<file path="config.mk">
export PLATFORM = sky130hd
export DESIGN_NAME = display_scan_ctrl
export DESIGN_NICKNAME = d
export VERILOG_FILES = /design/src/rtl/display_scan_ctrl_pkg.sv /design/src/rtl/display_scan_ctrl_seg7_decode.sv /design/src/rtl/display_scan_ctrl.sv
export SDC_FILE = /design/constraint.sdc
export NUM_CORES = 1
export LEC_CHECK = 0
export ABC_AREA = 1
export BUFFER_PORTS_ARGS = -buffer_cell sky130_fd_sc_hd__buf_2
export CAP_MARGIN = 20
export CELL_PAD_IN_SITES_DETAIL_PLACEMENT = 1
export CELL_PAD_IN_SITES_GLOBAL_PLACEMENT = 1
export CORE_UTILIZATION = 45
export DETAILED_ROUTE_END_ITERATION = 8
export HOLD_SLACK_MARGIN = 0.03
export PLACE_DENSITY_LB_ADDON = 0.25
export RECOVER_POWER = 25
export SYNTH_ARGS = -nofsm -noshare
export SYNTH_HDL_FRONTEND = slang
export SYNTH_HIERARCHICAL = 1
export SYNTH_SLANG_ARGS = --single-unit
</file>
<file path="constraint.sdc">
create_clock -name clk -period 2.1 [get_ports clk]
set_clock_uncertainty 0.05 [all_clocks]
set_input_delay 0.105 -clock clk [delete_from_list [all_inputs] [get_ports clk]]
set_output_delay 0.105 -clock clk [all_outputs]
set_load 0.01 [all_outputs]
</file>
<file path="src/rtl/display_scan_ctrl_pkg.sv">
// Shared definitions for the multiplexed 4-digit seven-segment display.
package display_scan_ctrl_pkg;

   // One display digit: blank suppresses the digit, value is the hex nibble
   typedef struct packed {
      logic       blank;
      logic [3:0] value;
   } digit_t;

   localparam digit_t DIGIT_RESET = '{blank: 1'b1, value: 4'h0};

   // All-off codes for the active-low segment and anode drivers
   localparam logic [6:0] SEG_OFF = 7'b1111111;
   localparam logic [3:0] AN_OFF  = 4'b1111;

   // Active-low segment patterns, bit order {g,f,e,d,c,b,a}
   localparam logic [6:0] SEG_0 = 7'b1000000;
   localparam logic [6:0] SEG_1 = 7'b1111001;
   localparam logic [6:0] SEG_2 = 7'b0100100;
   localparam logic [6:0] SEG_3 = 7'b0110000;
   localparam logic [6:0] SEG_4 = 7'b0011001;
   localparam logic [6:0] SEG_5 = 7'b0010010;
   localparam logic [6:0] SEG_6 = 7'b0000010;
   localparam logic [6:0] SEG_7 = 7'b1111000;
   localparam logic [6:0] SEG_8 = 7'b0000000;
   localparam logic [6:0] SEG_9 = 7'b0010000;
   localparam logic [6:0] SEG_A = 7'b0001000;
   localparam logic [6:0] SEG_B = 7'b0000011;
   localparam logic [6:0] SEG_C = 7'b1000110;
   localparam logic [6:0] SEG_D = 7'b0100001;
   localparam logic [6:0] SEG_E = 7'b0000110;
   localparam logic [6:0] SEG_F = 7'b0001110;

endpackage

</file>
<file path="src/rtl/display_scan_ctrl_seg7_decode.sv">
// Hex nibble to active-low seven-segment pattern (0..F).
module seg7_decode
   import display_scan_ctrl_pkg::*;
(
   input  logic [3:0] hex,
   output logic [6:0] segment
);

   // Pure lookup from nibble to segment pattern
   always_comb begin
      segment = SEG_OFF;
      case (hex)
         4'h0: segment = SEG_0;
         4'h1: segment = SEG_1;
         4'h2: segment = SEG_2;
         4'h3: segment = SEG_3;
         4'h4: segment = SEG_4;
         4'h5: segment = SEG_5;
         4'h6: segment = SEG_6;
         4'h7: segment = SEG_7;
         4'h8: segment = SEG_8;
         4'h9: segment = SEG_9;
         4'hA: segment = SEG_A;
         4'hB: segment = SEG_B;
         4'hC: segment = SEG_C;
         4'hD: segment = SEG_D;
         4'hE: segment = SEG_E;
         4'hF: segment = SEG_F;
         default: segment = SEG_OFF;
      endcase
   end

endmodule

</file>
<file path="src/rtl/display_scan_ctrl.sv">
// Time-multiplexed 4-digit display scanner with shadow/active digit banks.
// Writes land in the shadow bank; a commit copies the whole shadow bank to
// the active bank only at a frame boundary so a frame is never torn.
module display_scan_ctrl
   import display_scan_ctrl_pkg::*;
#(
   parameter int PRESCALE = 100000,
   parameter int DEAD     = 16
)(
   input  logic       clk,
   input  logic       rst,
   input  logic       wr_valid,
   output logic       wr_ready,
   input  logic [1:0] wr_addr,
   input  logic [4:0] wr_data,
   input  logic       commit,
   output logic       commit_busy,
   output logic [6:0] segment,
   output logic [3:0] an
);

   localparam int CW = (PRESCALE > 2) ? $clog2(PRESCALE) : 1;
   localparam logic [CW-1:0] CNT_LAST = CW'(PRESCALE - 1);

   logic [CW-1:0] cnt;
   logic [1:0]    idx;
   logic          pending;
   digit_t        shadow [4];
   digit_t        active [4];
   digit_t        cur;
   logic          tick;
   logic          boundary;
   logic          in_dead;
   logic [6:0]    dec_seg;

   assign tick        = (cnt == CNT_LAST);
   assign boundary    = tick && (idx == 2'd3);
   assign cur         = active[idx];
   assign wr_ready    = !pending;
   assign commit_busy = pending;

   generate
      if (DEAD > 0) begin : g_dead
         localparam logic [CW-1:0] DEAD_C = CW'(DEAD);
         assign in_dead = (cnt < DEAD_C);
      end else begin : g_no_dead
         assign in_dead = 1'b0;
      end
   endgenerate

   seg7_decode u_decode (
      .hex     (cur.value),
      .segment (dec_seg)
   );

   // Slot counter and digit index: one digit slot every PRESCALE cycles
   always_ff @(posedge clk) begin
      if (rst) begin
         cnt <= '0;
         idx <= 2'd0;
      end else if (tick) begin
         cnt <= '0;
         idx <= idx + 2'd1;
      end else begin
         cnt <= cnt + CW'(1);
      end
   end

   // Shadow writes, commit request tracking and frame-boundary bank copy
   always_ff @(posedge clk) begin
      if (rst) begin
         pending <= 1'b0;
         for (int i = 0; i < 4; i++) begin
            shadow[i] <= DIGIT_RESET;
            active[i] <= DIGIT_RESET;
         end
      end else begin
         if (wr_valid && !pending) begin
            shadow[wr_addr] <= digit_t'(wr_data);
         end
         if (boundary && pending) begin
            for (int i = 0; i < 4; i++) begin
               active[i] <= shadow[i];
            end
            pending <= 1'b0;
         end else if (commit && !pending) begin
            pending <= 1'b1;
         end
      end
   end

   // Registered anode/segment drive, blanked during dead time or blank digits
   always_ff @(posedge clk) begin
      if (rst) begin
         an      <= AN_OFF;
         segment <= SEG_OFF;
      end else if (in_dead || cur.blank) begin
         an      <= AN_OFF;
         segment <= SEG_OFF;
      end else begin
         an      <= ~(4'b0001 << idx);
         segment <= dec_seg;
      end
   end

endmodule

</file>
==> impl_metrics.json, run 1 <==
{
  "cp.arrival_ns": 2.03,
  "tightest_slew_ns": 0.436,
  "die_h_um": 89.7,
  "cp-startpoint": "cnt[0]",
  "fmax_mhz": 532,
  "ios": 24,
  "grt_setup_unrepaired": "no",
  "hold_viol": 0,
  "drc_errors": 0,
  "min_period_ns": 1.88,
  "slowest_delay_ns": 0.37,
  "tritoncts": "yes",
  "final_common_cell": "nand2_1",
  "place_inst": 524,
  "die_w_um": 89.7,
  "grt_max_degree": 26,
  "finalInstanceArea_um2": 3950,
  "via_per_inst": 4.94,
  "wirelength_um": 7540,
  "synthArstFlopShare_pct": 0,
  "criticalPathCategory": "reg2reg",
  "grt_overflow": 0,
  "cpMaxStageDelayCell": "dfxtp_1",
  "synth_edf_count": 40,
  "syn_to_final_growth_pct": 14.1,
  "synthDistinctLibCells": 27,
  "cp_common_cell": "nor2_4",
  "drt_first_pass_iters": 4,
  "fill_cells": 893,
  "required_ns": 2.25,
  "dpl-instance-area_um2": 3710,
  "post_cts_buffers": 0,
  "ctsHtreeMaxLevel": 3,
  "max-cap-violations": 0,
  "grt_pass1_vias": 2782,
  "fin_nets": 462,
  "slew_viol_final": 0,
  "synth.avg_cell_area_um2": 8.55,
  "endpoint_kind": "flop",
  "dr_total_vias": 2682,
  "core_um2": 7330,
  "cts_buffers": 9,
  "worstPathMaxFanout": 16,
  "portBuffers": 23,
  "fin_cells": 543,
  "drtIter0Drc": 116,
  "hold_path.class": "in2reg",
  "fin_ws_ns": 0.221,
  "hp-start": "wr_data[4]",
  "yosysSeqAreaShare_pct": 53.7,
  "r2r_start": "cnt[0]",
  "path_clk_slew_ns": 0.09,
  "p_leak_nw": 1.56,
  "grt_pass1_wl_um": 12900,
  "clk_root_buffer_cell": "clkbuf_8",
  "worstPathCellList": "ha_2, nand3_2, nor2_4, nand2_2, nor2_4, nand3_4, nor2_1",
  "start_util_pct": 47.3,
  "slew_headroom_pct": 71.0,
  "post-route-period-util_pct": 89.5,
  "tns_ns": 0,
  "final_cell_mix": "nand2_1 (74), nor2_1 (72), inv_1 (62)",
  "yosys_most_used_dff": "edfxtp_1",
  "clk_latency_ns": 0.35,
  "critPathLaunchType": "flop",
  "synth_seq_cells": 73,
  "yosysWarnings": 6,
  "clkSinkCount": 73,
  "vdd_drop_max_uv": 473,
  "power_density_nw_per_um2": 731,
  "grt_usage_pct": 20.2,
  "place_congestion": 0.846,
  "dp_hpwl_um": 5640,
  "wire_per_inst_um": 13.9,
  "clockBufferDepth": 2,
  "diodes": 0,
  "finalSetupViolations": 0,
  "netlist_area_um2": 3460,
  "dp_slack_ns": 0.0212,
  "rows": 31,
  "grt_antenna_before_repair": 0,
  "layout-drive-gt1-share_pct": 12.2,
  "status": "finished, final reports clean",
  "dieArea_um2": 8050,
  "synth_cells": 405,
  "synthesis.nets": 428,
  "ant_nets": 0
}
==> power by group <==
part | internal (mW) | switching, mW
combinational | 0.0526 | 0.106
sequential | 1.54 | 0.0160
clock | 0.572 | 0.599
total | 2.17 | 0.722
==> through the flow <==
step                hold slack, ns  total power, mW  utilization [%]
floorplan                    0.184             1.69                -
global placement             0.319             1.74             50.6
detailed placement           0.304             1.75             50.6
CTS                         0.0335             2.91             53.9
global route                0.0484             2.99             53.9
finish                      0.0376             2.89             53.9
==> worst paths after layout <==
path	end	slack, ns	cells past startpoint
min reg2reg	cnt[0]	0.41	1
min	shadow[2][4]	0.04	3
max reg2reg	active[0][1]	0.22	7
max	active[0][1]	0.22	7
==> cell usage after synthesis, types with 5 or more instances <==
cell | instances | area share [%]
a21oi_1 | 8 | 1.2
nor2_2 | 9 | 1.6
inv_1 | 62 | 6.7
edfxtp_1 | 40 | 35
nand3_1 | 30 | 4.3
clkbuf_1 | 5 | 0.54
nand2_1 | 74 | 8.0
nor2_1 | 72 | 7.8
dfxtp_1 | 33 | 19
nand4_1 | 21 | 3.8
ha_1 | 12 | 4.3
o21ai_0 | 12 | 1.7
==> flip-flops by register name (all words and copies together), names as in the netlist, named ones only <==
signal,flops
segment,7
cnt,17
active,20
shadow,20
commit_busy,1
idx,2
an,4
==> area by class of cell <==
cell class                 instances  area, um^2  share of cell area [%]
timing repair buffer              32         184                    4.65
clock buffer                       9         124                    3.13
tap                               99         124                    3.13
multi-input combinational        258        1330                    33.6
clock inverter                     7        85.1                    2.15
sequential                        73        1860                    47.1
inverter                          65         244                    6.17
==> timing repair <==
action,4_1_cts,5_1_grt
setup endpoints to repair,0,19
resized for setup,0,5
endpoints found under the hold margin,3,0
hold buffers,3,0
==> metal layers <==
layer / routed length (um) / vias to the layer above / GRT usage [%]
met5: 0 / - / 0
met4: 121 / 0 / 6.15
met3: 304 / 12 / 5.16
met2: 3610 / 50 / 34.4
met1: 3500 / 1245 / 25.3
li1: - / 1375 / -
==> kinds of logic (layout without fill, tap and decap cells) <==
group / Yosys count / count (layout) / share of synthesized area [%]
flops: 73 / 73 / 53.7
buf+inv: 74 / 113 / 8.52
compound gates: 26 / 26 / 4.01
xor+xnor: 6 / 6 / 1.52
fa+ha+maj: 12 / 12 / 4.33
simple gates: 214 / 214 / 27.9
==> worst max-delay path: cells and delay by family (launching register included) <==
family	cells	cell delay [ns]
fa+ha+maj	1	0.26
flops	1	0.37
simple gates	6	1.05
No activity file was read; power rests on OpenSTA's default activity.
==> inputs of run 2 (changes only) <==
- CTS_CLUSTER_SIZE: default -> 10
- SYNTH_HIERARCHICAL: 1 -> default
- clock period: 2.1 -> 1.95 ns (I/O delays scaled with it)
==> run 2 against run 1 <==
Sequential power up 8%. Highest routed layer unchanged. Critical endpoint is now shadow[1][2]. Setup slack lost 0.025 ns. Synthesized cell count is 0.99% higher. First-iteration DRC count is 43% lower. Global-route usage up 1.6 points. Design area down 0.60%.
==> impl_metrics.json, run 2 <==
{
  "fill_cells": 928,
  "synth_seq_cells": 73,
  "p_leak_nw": 1.64,
  "netlist_area_um2": 3440,
  "power_density_nw_per_um2": 778,
  "rows": 31,
  "finalSetupViolations": 0,
  "synth_top_area_share_pct": 34.9,
  "final_cell_mix": "nand2_1 (94), nor2_1 (72), inv_1 (58)",
  "synth_top_family_by_area": "simple AND/OR/NAND/NOR gates",
  "reg.largest.list": "active (20), shadow (20), cnt (17)",
  "tns_ns": 0,
  "yosys.area_share.simple_pct": 30.6,
  "synth-adder-area-share_pct": 4.00,
  "critPathLaunchType": "flop",
  "worstPathCellList": "nor2_1, nand2_1, nor2_1, nand2_1, nand2_1",
  "tritoncts": "yes",
  "synth_area_leaders": "edfxtp_1 (35%), dfxtp_1 (19%), nand2_1 (10%)",
  "clkSinkCount": 73,
  "post_cts_buffers": 0,
  "dp_hpwl_um": 5530,
  "syn_to_final_growth_pct": 14.1,
  "wire_per_inst_um": 13.4,
  "dieArea_um2": 8000,
  "core_um2": 7330,
  "final_common_cell": "nand2_1",
  "synth_cells": 409,
  "clockBufferDepth": 2,
  "synth.avg_cell_area_um2": 8.42,
  "ios": 24,
  "slowest_delay_ns": 0.32,
  "cts_buffers": 9,
  "yosysSeqAreaShare_pct": 54.1,
  "grt_max_degree": 21,
  "ant_nets": 0,
  "cpMaxStageDelayCell": "dfxtp_1",
  "regArea_um2": 1860,
  "endpoint_kind": "flop",
  "path_buf_inv": 0,
  "synthXorXnorAreaFrac_pct": 1.78,
  "cp.arrival_ns": 1.74,
  "vdd_drop_max_uv": 573,
  "synthDistinctLibCells": 25,
  "crit_family": "simple AND/OR/NAND/NOR gates",
  "grt_setup_unrepaired": "no",
  "synthTopCellsByCount": "nand2_1 (94), nor2_1 (72), inv_1 (58), nand3_1 (43), edfxtp_1 (40)",
  "via_per_inst": 4.84,
  "dp_slack_ns": 0.127,
  "hold_viol": 0,
  "drc_errors": 0,
  "slew_viol_final": 0,
  "synth.most_common_cell": "nand2_1",
  "grt_pass1_wl_um": 13000,
  "tightest_slew_ns": 0.359,
  "dpl-instance-area_um2": 3700,
  "grt_overflow": 0,
  "diodes": 0,
  "worstPathMaxFanout": 6,
  "criticalPathCategory": "reg2reg",
  "fin_nets": 470,
  "synthesis.nets": 431,
  "fin_ws_ns": 0.196,
  "grt_antenna_before_repair": 0,
  "place_congestion": 0.821,
  "synthArstFlopShare_pct": 0,
  "fmax_mhz": 570,
  "final_util_pct": 53.6,
  "wirelength_um": 7390,
  "start_util_pct": 47.0,
  "grt_usage_pct": 21.8,
  "yosys_most_used_dff": "edfxtp_1",
  "clk_root_buffer_cell": "clkbuf_8",
  "hold_path.class": "in2reg",
  "slew_headroom_pct": 76.0,
  "layout-drive-gt1-share_pct": 12.4,
  "synth-compound-area-share_pct": 1.82,
  "clk_latency_ns": 0.35,
  "grt_pass1_vias": 2789,
  "drtIter0Drc": 66,
  "required_ns": 1.94,
  "max-cap-violations": 0,
  "drt_first_pass_iters": 6,
  "yosysTopAreaCell": "edfxtp_1",
  "die_w_um": 89.5,
  "portBuffers": 23,
  "multi_input_comb_area_um2": 1310,
  "min_period_ns": 1.75,
  "cp_common_cell": "nand2_1",
  "die_h_um": 89.5,
  "dr_total_vias": 2672,
  "ctsHtreeMaxLevel": 3,
  "synth_edf_count": 40,
  "post-route-period-util_pct": 89.9,
  "yosysWarnings": 0,
  "path_clk_slew_ns": 0.09,
  "synth_mux_area_share_pct": 0,
  "finalInstanceArea_um2": 3930,
  "status": "finished, final reports clean"
}
## run 2: cell types whose count changed after synthesis, sizes merged, moves of 2 or more
cell,before,now
xnor2,3,1
o21ai,14,5
nand2,75,96
inv,63,59
nand4,21,9
a21oi,8,6
xor2,3,6
clkbuf,5,1
nor2,84,88
nand3,32,44
o22ai,4,0
## run 2: worst paths after layout
check | startpoint | end | slack [ns] | depth (start not counted)
min reg2reg | cnt[0] | cnt[0] | 0.42 | 1
max reg2reg | commit_busy | shadow[1][2] | 0.20 | 5
max | commit_busy | shadow[1][2] | 0.20 | 5
min | wr_data[3] | shadow[0][3] | 0.04 | 3
## run 2: repair_timing
action / 4_1_cts / 5_1_grt
endpoints found under the hold margin: 4 / 0
endpoints found under the setup margin: 0 / 4
resized for setup: 0 / 1
hold buffers: 4 / 0
## run 2: tightest hold or removal path, stage by stage
cell and delay (ns):
buf_2 0.07, inv_1 0.06, nor2_1 0.10
## run 2: layout make-up
cell class	count	share of cell area (%)
clock inverters	7	1.97
repair buffers	34	5.13
flip-flops and latches	73	47.4
inverters	60	5.73
well taps	99	3.15
multi-input cells	270	33.4
clock buffers	9	3.15
## run 2: logic make-up after synthesis
family | Yosys count
AOI/OAI and AO/OA | 12
xor gates and xnor gates | 7
adders and majority gates | 11
buffers and inverters | 66
DFF | 73
and+or+nand+nor | 240
## run 2: power by group
part / leakage, nW / switching (mW) / internal (mW)
logic: 0.894 / 0.105 / 0.0512
registers: 0.641 / 0.0165 / 1.66
clock network: 0.100 / 0.620 / 0.602
total: 1.64 / 0.742 / 2.31
## run 2: per-layer routing
metal	up-vias	share of wire, %	track usage [%]	routed length [um]
li1	1369	-	-	-
met3	17	2.4	3.97	180
met4	0	2.3	9.81	171
met2	40	47	35.5	3500
met5	-	0	0	0
met1	1246	48	28.5	3540
## run 2: metrics by stage
stage          hold slack, ns  std cells  total power, mW
2_1_floorplan           0.177        409             1.81
3_3_place_gp            0.295        532             1.85
3_5_place_dp            0.322        532             1.87
4_1_cts                0.0373        552             3.08
5_1_grt                0.0731        552             3.17
6_report               0.0448        552             3.06
==> inputs of run 3 (changes only) <==
- CORE_UTILIZATION: 45 -> 40
- SYNTH_HIERARCHICAL: default -> 1
==> run 3 against run 2 <==
Critical path depth rose by 6. Global-route usage fell by 3.4 points. Power fell by 1.4%. Final cell count rose by 1.1%. Wire length fell by 0.42%. Hold slack improved by 0.0047 ns. Utilization fell by 5.1 points. Via count rose by 0.90%.
==> impl_metrics.json, run 3 (synthesis gave the netlist of run 1 again) <==
{
  "finalSetupViolations": 0,
  "worstPathMaxFanout": 8,
  "cts_buffers": 9,
  "finalPower_mw": 3.01,
  "portBuffers": 23,
  "vdd_drop_max_uv": 541,
  "via_per_inst": 4.83,
  "min_period_ns": 1.80,
  "fmax_mhz": 556,
  "hold_path.class": "in2reg",
  "grt_pass1_vias": 2673,
  "pwr-share-clk_pct": 38.4,
  "syn_to_final_growth_pct": 16.2,
  "dr_total_vias": 2696,
  "final_common_cell": "nand2_1",
  "ctsHtreeMaxLevel": 3,
  "cp.arrival_ns": 1.96,
  "tightest_slew_ns": 0.427,
  "ios": 24,
  "core_um2": 8300,
  "critPathLaunchType": "flop",
  "status": "finished, final reports clean",
  "clockBufferDepth": 2,
  "swShare_pct": 23.2,
  "rows": 33,
  "drc_errors": 0,
  "max-cap-violations": 0,
  "final_cell_mix": "nand2_1 (74), nor2_1 (71), inv_1 (62)",
  "slew_viol_final": 0,
  "power_density_nw_per_um2": 749,
  "post-route-period-util_pct": 92.2,
  "grt_overflow": 0,
  "drtIter0Drc": 84,
  "fill_cells": 980,
  "p_leak_nw": 1.59,
  "wirelength_um": 7360,
  "tritoncts": "yes",
  "fin_ws_ns": 0.152,
  "criticalPathCategory": "reg2reg",
  "wire_per_inst_um": 13.2,
  "dpl-instance-area_um2": 3750,
  "reg.largest.list": "active (20), shadow (20), cnt (17)",
  "required_ns": 2.11,
  "grt_pass1_wl_um": 12500,
  "path_clk_slew_ns": 0.08,
  "place_congestion": 0.782,
  "fin_nets": 471,
  "grt_max_degree": 26,
  "clk_latency_ns": 0.35,
  "clkSinkCount": 73,
  "die_w_um": 95.1,
  "endpoint_kind": "flop",
  "grt_usage_pct": 18.4,
  "seq_power_share_pct": 55.7,
  "diodes": 0,
  "dp_hpwl_um": 5600,
  "ff2ff_setup_slack_ns": 0.15,
  "start_util_pct": 41.7,
  "finalInstanceArea_um2": 4030,
  "power_frac_comb_pct": 5.9,
  "die_h_um": 95.1,
  "layout-drive-gt1-share_pct": 13.5,
  "dp_slack_ns": -0.0262,
  "p_sw_mw": 0.698,
  "clk_root_buffer_cell": "clkbuf_8",
  "whs_ns": 0.0495,
  "drt_first_pass_iters": 4,
  "ant_nets": 0,
  "slew_headroom_pct": 71.4,
  "grt_antenna_before_repair": 0,
  "intPower_mw": 2.32,
  "dieArea_um2": 9040,
  "hold_viol": 0
}
## run 3: changes by cell type in the layout (fill, tap and decap cells not counted), moves of 5 or more
cell / delta
nand2_1: -20
nand3_1: -13
buf_4: +6
nand4_1: +12
o21ai_0: +7
nor2_2: -5
## run 3: power by group through the flow
| stage | Clock [mW] | Sequential (mW) | Combinational, mW |
|---|---|---|---|
| global placement | 0 | 1.71 | 0.162 |
| global route | 1.25 | 1.69 | 0.201 |
| finish | 1.16 | 1.68 | 0.177 |
| floorplan | 0 | 1.71 | 0.110 |
| detailed placement | 0 | 1.72 | 0.168 |
| CTS | 1.19 | 1.68 | 0.176 |
## run 3: worst paths after layout
check	cells past startpoint	end	startpoint
worst min-delay path	3	shadow[0][0]	wr_data[0]
worst min register to register	1	cnt[0]	cnt[0]
worst max-delay path	11	segment[0]	flop
worst max register to register	11	segment[0]	flop
## run 3: through the flow
stage / setup TNS [ns] / utilization [%] / std cells
6_report: 0 / 48.5 / 558
3_3_place_gp: 0 / 45.2 / 535
2_1_floorplan: 0 / - / 405
5_1_grt: -0.00576 / 48.5 / 558
4_1_cts: -0.0345 / 48.3 / 557
3_5_place_dp: -0.0369 / 45.2 / 535
## run 3: layout make-up
class	instances	area, um^2	share of cell area (%)
clock inverters	5	56.3	1.40
clock buffers	11	131	3.26
well taps	105	131	3.26
multi-input cells	258	1340	33.2
flip-flops and latches	73	1860	46.3
inverters	65	245	6.09
repair buffers	41	262	6.49
## run 3: timing repair
| action | 4_1_cts | 5_1_grt |
|---|---|---|
| setup buffers | 0 | 1 |
| endpoints found under the hold margin | 5 | 0 |
| pin swaps | 0 | 2 |
| gates resized for setup | 2 | 7 |
| hold buffers | 6 | 0 |
| endpoints found under the setup margin | 4 | 10 |
## run 3: metal layers
layer	track usage [%]	vias up	part of all wire, %
li1	-	1386	-
met1	25.0	1256	50
met2	27.9	41	45
met3	3.35	13	2.4
met4	9.34	0	2.5
met5	0	-	0
## run 3: critical path, stage by stage, from the launching register on
cell	delay, ns
dfxtp_2	0.40
clkinv_2	0.12
o21ai_0	0.21
o22ai_2	0.10
buf_4	0.15
ha_1	0.19
inv_1	0.09
nand2_1	0.08
nand3_1	0.08
nand2_1	0.05
inv_1	0.06
nand4_1	0.08
